--- src/rtl/echo_requester.sv ---
// Echo request initiator: issues COUNT `say` requests, checks returned `heard` indications.
// Optional watchdog (ECHO_REQ_TIMEOUT_EN) ends a stalled run with timeout=1.
module echo_requester #(
  parameter int unsigned COUNT           = 16,
  parameter logic [31:0] START           = 32'h1,
  parameter logic [31:0] STEP            = 32'h1,
  parameter int unsigned MAX_OUTSTANDING = 4
) (
  input  logic        CLK,
  input  logic        nRST,
  input  logic        start__ENA,
  output logic        start__RDY,
  output logic        say__ENA,
  output logic [31:0] say_say_v,
  input  logic        say__RDY,
  input  logic        heard__ENA,
  input  logic [31:0] heard_v,
  output logic        heard__RDY,
  output logic        busy,
  output logic        done,
  output logic [15:0] rx_count,
  output logic [15:0] err_count,
  output logic        timeout
);

  // Handshake: a transfer fires in any cycle where ENA and RDY are both high at posedge CLK.
  typedef enum logic [1:0] {IDLE, RUN, DRAIN, DONE} state_t;

  localparam logic [31:0] COUNT_W = 32'(COUNT);
  localparam logic [7:0]  MAX_OUT = 8'(MAX_OUTSTANDING);

  state_t      state, state_nxt;
  logic [31:0] tx_value, exp_value, tx_sent, tx_sent_nxt;
  logic [7:0]  outstanding, outstanding_nxt;
  logic        start_fire, say_fire, heard_fire, wd_expire;

  assign start__RDY = (state == IDLE) || (state == DONE);
  assign busy       = (state == RUN) || (state == DRAIN);
  assign done       = (state == DONE);
  assign heard__RDY = busy && (outstanding != 8'd0);
  assign say__ENA   = (state == RUN) && say__RDY && (outstanding < MAX_OUT) && (tx_sent < COUNT_W);
  assign say_say_v  = (state == RUN) ? tx_value : 32'd0;

  assign start_fire  = start__ENA && start__RDY;
  assign say_fire    = say__ENA;
  assign heard_fire  = heard__ENA && heard__RDY;
  assign tx_sent_nxt = tx_sent + {31'd0, say_fire};

  always_comb begin
    outstanding_nxt = outstanding;
    case ({say_fire, heard_fire})
      2'b10:   outstanding_nxt = outstanding + 8'd1;
      2'b01:   outstanding_nxt = outstanding - 8'd1;
      default: outstanding_nxt = outstanding;
    endcase
  end

`ifdef ECHO_REQ_TIMEOUT_EN
  logic [9:0] wd_cnt;
  logic       wd_active;
  // Expire on the cycle the counter would reach 1023.
  assign wd_active = busy && (outstanding != 8'd0) && !heard_fire;
  assign wd_expire = wd_active && (wd_cnt == 10'd1022);

  always_ff @(posedge CLK or negedge nRST) begin
    if (!nRST) begin
      wd_cnt  <= 10'd0;
      timeout <= 1'b0;
    end else if (start_fire) begin
      wd_cnt  <= 10'd0;
      timeout <= 1'b0;
    end else begin
      wd_cnt <= wd_active ? wd_cnt + 10'd1 : 10'd0;
      if (wd_expire) timeout <= 1'b1;
    end
  end
`else
  assign wd_expire = 1'b0;
  assign timeout   = 1'b0;
`endif

  always_comb begin
    state_nxt = state;
    case (state)
      IDLE, DONE: if (start_fire) state_nxt = (COUNT_W == 32'd0) ? DONE : RUN;
      RUN: begin
        if (wd_expire)                                state_nxt = DONE;
        else if (say_fire && tx_sent_nxt == COUNT_W)  state_nxt = DRAIN;
      end
      DRAIN: begin
        if (wd_expire || outstanding_nxt == 8'd0) state_nxt = DONE;
      end
      default: state_nxt = IDLE;
    endcase
  end

  always_ff @(posedge CLK or negedge nRST) begin
    if (!nRST) begin
      state       <= IDLE;
      tx_value    <= 32'd0;
      exp_value   <= 32'd0;
      tx_sent     <= 32'd0;
      outstanding <= 8'd0;
      rx_count    <= 16'd0;
      err_count   <= 16'd0;
    end else begin
      state <= state_nxt;
      if (start_fire) begin
        tx_value    <= START;
        exp_value   <= START;
        tx_sent     <= 32'd0;
        outstanding <= 8'd0;
        rx_count    <= 16'd0;
        err_count   <= 16'd0;
      end else begin
        outstanding <= outstanding_nxt;
        if (say_fire) begin
          tx_value <= tx_value + STEP;
          tx_sent  <= tx_sent_nxt;
        end
        if (heard_fire) begin
          rx_count  <= rx_count + 16'd1;
          exp_value <= exp_value + STEP;
          if (heard_v != exp_value && err_count != 16'hFFFF)
            err_count <= err_count + 16'd1;
        end
      end
    end
  end

endmodule

--- config.mk ---
export PLATFORM = sky130hd
export DESIGN_NAME = echo_requester
export DESIGN_NICKNAME = d
export VERILOG_FILES = /design/src/rtl/echo_requester.sv
export SDC_FILE = /design/constraint.sdc
export NUM_CORES = 1
export LEC_CHECK = 0
export BUFFER_PORTS_ARGS = -buffer_cell sky130_fd_sc_hd__buf_2
export CORE_MARGIN = 2
export CORE_UTILIZATION = 59
export CTS_BUF_LIST = sky130_fd_sc_hd__clkbuf_4 sky130_fd_sc_hd__clkbuf_8
export DETAILED_ROUTE_END_ITERATION = 10
export PLACE_DENSITY = 0.82
export SYNTH_ARGS = -nofsm -noshare
export SYNTH_HDL_FRONTEND = slang
export SYNTH_SLANG_ARGS = --single-unit
--- constraint.sdc ---
create_clock -name CLK -period 5.4 [get_ports CLK]
set_input_delay 0.27 -clock CLK [delete_from_list [all_inputs] [get_ports CLK]]
set_output_delay 0.27 -clock CLK [all_outputs]
set_load 0.005 [all_outputs]
Word-level counts from Yosys, hierarchy flattened
Cells that the tools add are included.
{ "classes": {"addsub": 7, "n_mul": 0, "shift": 0, "magnitude_cmp": 2, "n_reduce_logical": 19, "n_eq_ne": 11, "n_div": 0, "mux": 18, "bitwise": 0} }
{ "op_table": {"columns": ["op", "n"], "rows": [
  ["32-bit 2-to-1 mux", 7],
  ["16-bit 2-to-1 mux", 5],
  ["32-bit by 1-bit adder with 32-bit output (second input constant)", 2],
  ["16-bit by 1-bit adder with 16-bit output (second input constant)", 2],
  ["32-bit by 1-bit adder with 32-bit output", 1],
  ["32-bit by 5-bit equality test with 1-bit output (second input constant)", 1],
  ["32-bit by 5-bit less-than comparator with 1-bit output (second input constant)", 1],
  ["32-bit != test", 1],
  ["16-bit != test (second input constant)", 1],
  ["8-bit case mux with 2 select lines", 1],
  ["8-bit by 1-bit adder with 8-bit output (second input constant)", 1],
  ["1-bit logical AND", 8],
  ["8-bit logical NOT", 1],
  ["8-bit by 3-bit less-than comparator with 1-bit output (second input constant)", 1],
  ["8-bit 2-to-1 mux", 1],
  ["8-bit nonzero test", 1],
  ["8-bit by 1-bit subtractor with 8-bit output (second input constant)", 1],
  ["2-bit equality test (second input constant)", 3],
  ["2-bit 2-to-1 mux", 3],
  ["2-bit case mux with 3 select lines", 1],
  ["2-bit nonzero test", 3],
  ["2-bit by 1-bit equality test with 1-bit output (second input constant)", 2],
  ["2-bit by 1-bit != test with 1-bit output (second input constant)", 2],
  ["3-bit AND reduction", 1],
  ["other kinds (5)", 6]
]} }
{ "totals": {"latchBits": 0, "regBits": 138, "mem_bits_ro": 0, "ram_bits": 0, "inputBits": 37, "mem_count": 0} }

Longest topological paths before layout
{ "depth": {"word_depth": 9, "depth_mapped": 17, "depth_no_buf": 15} }

Worst setup path before layout
No wires, ideal clock.
{ "synth_path": {"path_type": "reg-to-reg", "start": "reg state[1]", "end": "reg state[0]", "period_less_slack_ns": 3.842, "setup_ns": 0.079, "n_path_buf": 2, "slack_ns": 1.558, "path_stages_with_launch": 17, "arrival_ns": 3.762, "cell_sequence": "dfrtp_1 inv_1 ha_1 nor4b_2 nand4_1 or3_1 buf_6 clkbuf_1 ha_1 ha_1 a21o_1 a41o_1 o31ai_1 mux2i_1 xor2_1 a41oi_1 mux2i_1"} }
{ "synth_between": {"elab_chain_len": 9, "word_cells_on_any_way": 25} }
{ "synth_lines": {"columns": ["element", "line_no", "rtl"], "rows": [
  ["start: declaration", "32", "state_t state, state_nxt;"],
  ["start signal: assignment", "107", "state <= state_nxt;"],
  ["2-bit by 1-bit equality test with 1-bit output or 2-bit equality test (tied branches)", "38, 41, 84", null],
  ["1-bit logical AND or 1-bit logical OR (tied branches)", "41, 38", null],
  ["1-bit logical AND (on tied branches)", "41, 40", null],
  ["1-bit logical AND (on tied branches)", "41, 46", null],
  ["32-bit by 1-bit adder with 32-bit output (tied with other cells)", "47", "assign tx_sent_nxt = tx_sent + {31'd0, say_fire};"],
  ["32-bit by 5-bit equality test with 1-bit output or 8-bit case mux with 2 select lines (tied branches)", "88, 51", null],
  ["1-bit logical AND or 8-bit logical NOT (tied branches)", "88, 91", null],
  ["2-bit by 1-bit != test with 1-bit output (no line)", null, null],
  ["3-bit AND reduction (no line)", null, null]
]} }
Several ways; a longest one is shown, not always the timed one.
A chain may end at the register's enable or synchronous reset.

Worst setup path after layout
{ "layout_path": {"start": "reg state[0]", "end": "reg state[0]"} }
The elaborated chain is that of the path after synthesis.

==> results.py <==
metrics = {
    "yosys": {
        "ys_seq_elements": 138,
        "yosysWarningCount": 0,
        "synth_area_leaders": "dfrtp_1, xor2_1, nor2_1",
        "synth_top_area_share_pct": 47.46,
        "synthesis.area_sq_mm": 0.007277,
        "syn-num-nets": 818,
        "synth_top_cell_by_area": "dfrtp_1",
        "yosysUniqueCellTypes": 52,
        "synth_ff_type": "dfrtp_1",
        "ys_async_sr_fraction_pct": 100.0,
        "ys_seq_area_share_pct": 47.46,
        "synth_cells": 764,
        "synth_edf_count": 0,
        "avgSynthCellArea_sq_um": 9.525,
    },
    "outcome": {
        "status": "completed",
    },
    "setup_path": {
        "endpoint_kind": "register",
        "path_max_fanout": 18,
        "r2r-start": "state[0]$_DFFE_PN0P_",
        "cp-start-kind": "register",
        "cp-startpoint": "state[0]$_DFFE_PN0P_",
        "rrSetupSlack_ns": 1.24,
        "reg2reg_depth": 14,
        "cp.arrival_ns": 4.53,
        "critPathCapture": "state[0]$_DFFE_PN0P_",
        "r2r_end": "state[0]$_DFFE_PN0P_",
        "worstSetupPathType": "reg -> reg",
        "crit_required_ns": 5.78,
    },
    "final_layout": {
        "regArea_sq_mm": 0.003453,
        "drive_gt1_share_pct": 17.60,
        "antennaDiodeCount": 0,
        "fin_nets": 916,
        "fin_util_pct": 68.94,
        "final_cell_mix": "dfrtp_1, buf_2, nor2_1",
        "syn_to_final_growth_pct": 13.79,
        "fin_cells": 1022,
        "layout_commonest_cell": "dfrtp_1",
        "multi_input_area_sq_mm": 0.003612,
        "fillerInstances": 917,
    },
    "grt": {
        "grt_max_degree": 84,
        "grt_pass1_vias": 5786,
        "grt_pass1_wl_microns": 27130,
        "overflow": 0,
        "antenna_found_initial": 0,
        "grt_use_total_pct": 25.85,
    },
    "route": {
        "wirelength_microns": 16400,
        "remaining_drc_errors": 0,
        "wl_per_cell_microns": 16.05,
        "drt_iter0_drc": 452,
        "ant_nets": 0,
        "vias_per_cell": 5.814,
        "via_count": 5942,
        "dr.pass1.iters": 5,
    },
    "floorplan": {
        "die-height_microns": 115.1,
        "num_io_pins": 107,
        "die_w_microns": 115.1,
        "std_cell_rows": 40,
        "die_area_sq_mm": 0.01324,
        "initial_core_util_pct": 60.58,
        "fp.coreArea_sq_mm": 0.01201,
    },
    "placement": {
        "gp_congestion": 0.8339,
        "port_buffers": 105,
        "dp_hpwl_microns": 11490,
        "placed_cells": 989,
    },
    "power_and_ir_drop": {
        "power.density_mw_per_mm2": 345.1,
        "p_int_w": 0.001763,
        "power.leakage_nw": 4.231,
        "ir_worst_vdd_uv": 349.1,
        "seq_power_share_pct": 40.6,
        "power_frac_clock_pct": 28.6,
        "combPwrFrac_pct": 30.8,
        "p_sw_w": 0.001095,
        "switching_share_pct": 38.32,
    },
    "clock_network": {
        "cts-htree-levels": 4,
        "cts-root-buf": "clkbuf_8",
        "post-cts-setup-buffers": 0,
        "cts.sinks": 138,
        "cts_tree": "built",
        "cts_buffers": 17,
        "worstSkewPairLatency_ns": 0.45,
        "ctsLongestPathBuffers": 2,
        "clk_pin_slew_ns": 0.09,
    },
    "timing": {
        "period_needed_ns": 4.158,
        "maxSlewViolCount": 0,
        "max_freq_ghz": 0.2405,
        "maxSlewHeadroom_pct": 12.53,
        "hold_violations": 0,
        "final.setup.tns_ns": 0,
        "finClkSkew_ns": 0.01497,
        "finalSetupViolations": 0,
        "tightest_slew_ns": 1.309,
        "rsz0062_at_grt": "no",
        "period_share_pct": 77.01,
    },
    "hold_path": {
        "hold-path-cell-count": 3,
        "hp-class": "in -> reg",
    },
    "run": {
        "cap_violations": 0,
    },
}
==> cells in the mapped netlist, types with 2 or more instances <==
library cell  instances
a41o_1                2
and4_1                7
a41oi_1               2
o21ai_0              24
ha_1                 16
buf_6                 2
a31o_2                3
nand3_1              28
buf_4                 2
or2_1                 2
nor3_1               19
inv_1                16
and2_1               38
nand2_1              56
nand4_1              29
clkbuf_1             25
o21bai_1              2
nor4_1               16
a21oi_1              29
or3_1                19
or2_2                 3
nor2_1               99
nor2b_1               5
dfrtp_1             138
xor2_1               73
xnor2_1              29
and3_1               41
a31oi_1               3
mux2i_1              13
==> power by group through the flow <==
stage          clock (W)  sequential, W  combinational [W]
2_1_floorplan          0        0.00116           0.000625
3_3_place_gp           0        0.00117           0.000817
3_5_place_dp           0        0.00118           0.000872
4_1_cts         0.000832        0.00116           0.000880
5_1_grt         0.000875        0.00117           0.000992
6_report        0.000817        0.00116           0.000881
==> cells by family after synthesis <==
| kind of cell | Yosys count | share of synthesized area [%] |
|---|---|---|
| mux | 13 | 1.788 |
| buf+inv | 49 | 2.923 |
| simple gates | 371 | 26.60 |
| fa+ha+maj | 17 | 3.026 |
| compound gates | 73 | 5.881 |
| flops | 138 | 47.46 |
| xor+xnor | 102 | 12.28 |
| other cells | 1 | 0.05153 |
==> state kept, by name, indices dropped and copies added (netlist names) <==
signal	flops
outstanding	8
err_count	16
tx_value	32
rx_count	16
state	2
tx_sent	32
exp_value	32
==> routing by layer <==
layer  wire [microns]  GRT usage (%)
met1             7257          34.84
met2             7972          41.10
met3              819          5.588
met4              350          10.36
met5                0              0
==> critical path, stage by stage, from the launching register on <==
cell and delay [ns]:
dfrtp_1 0.38, inv_1 0.07, ha_1 0.38, a31oi_1 0.21
nand2_1 0.26, inv_2 0.29, ha_1 0.45, ha_1 0.31
a21o_1 0.21, a41o_1 0.24, o31ai_1 0.27, mux2i_1 0.29
xor2_1 0.12, a41oi_1 0.35, mux2i_1 0.24
==> metrics by stage <==
| stage | instance area [sq um] | setup WS (ns) | hold WS (ns) | total power [W] |
|---|---|---|---|---|
| global placement | 7884 | 1.540 | 0.3599 | 0.001991 |
| global route | 8280 | 0.9492 | 0.4099 | 0.003034 |
| detailed placement | 7884 | 1.314 | 0.3627 | 0.002051 |
| CTS | 8280 | 1.259 | 0.3481 | 0.002870 |
| finish | 8280 | 1.242 | 0.3804 | 0.002858 |
| floorplan | 7277 | 1.558 | -0.02559 | 0.001787 |
==> area by class of cell <==
type / count / area share, %
Tap cell: 147 / 2.221
Timing Repair Buffer: 110 / 6.905
Clock inverter: 14 / 1.677
Sequential cell: 138 / 41.70
Inverter: 18 / 0.8764
Multi-Input combinational cell: 577 / 43.62
Clock buffer: 18 / 2.992
==> how the worst min path moves through the flow <==
stage / end / from
after floorplan: err_count[0]$_DFFE_PN0P_ / nRST
after global placement: err_count[0]$_DFFE_PN0P_ / nRST
after detailed placement: err_count[1]$_DFFE_PN0P_ / nRST
after CTS: rx_count[0]$_DFFE_PN0P_ / heard__ENA
after global routing: rx_count[0]$_DFFE_PN0P_ / heard__ENA
final: rx_count[0]$_DFFE_PN0P_ / heard__ENA
==> repair_timing <==
action,CTS,global route
hold buffers,1,0
endpoints found under the hold margin,82,0
resized for setup,0,0
endpoints found under the setup margin,0,0
Power figures use the tool's default switching activity.
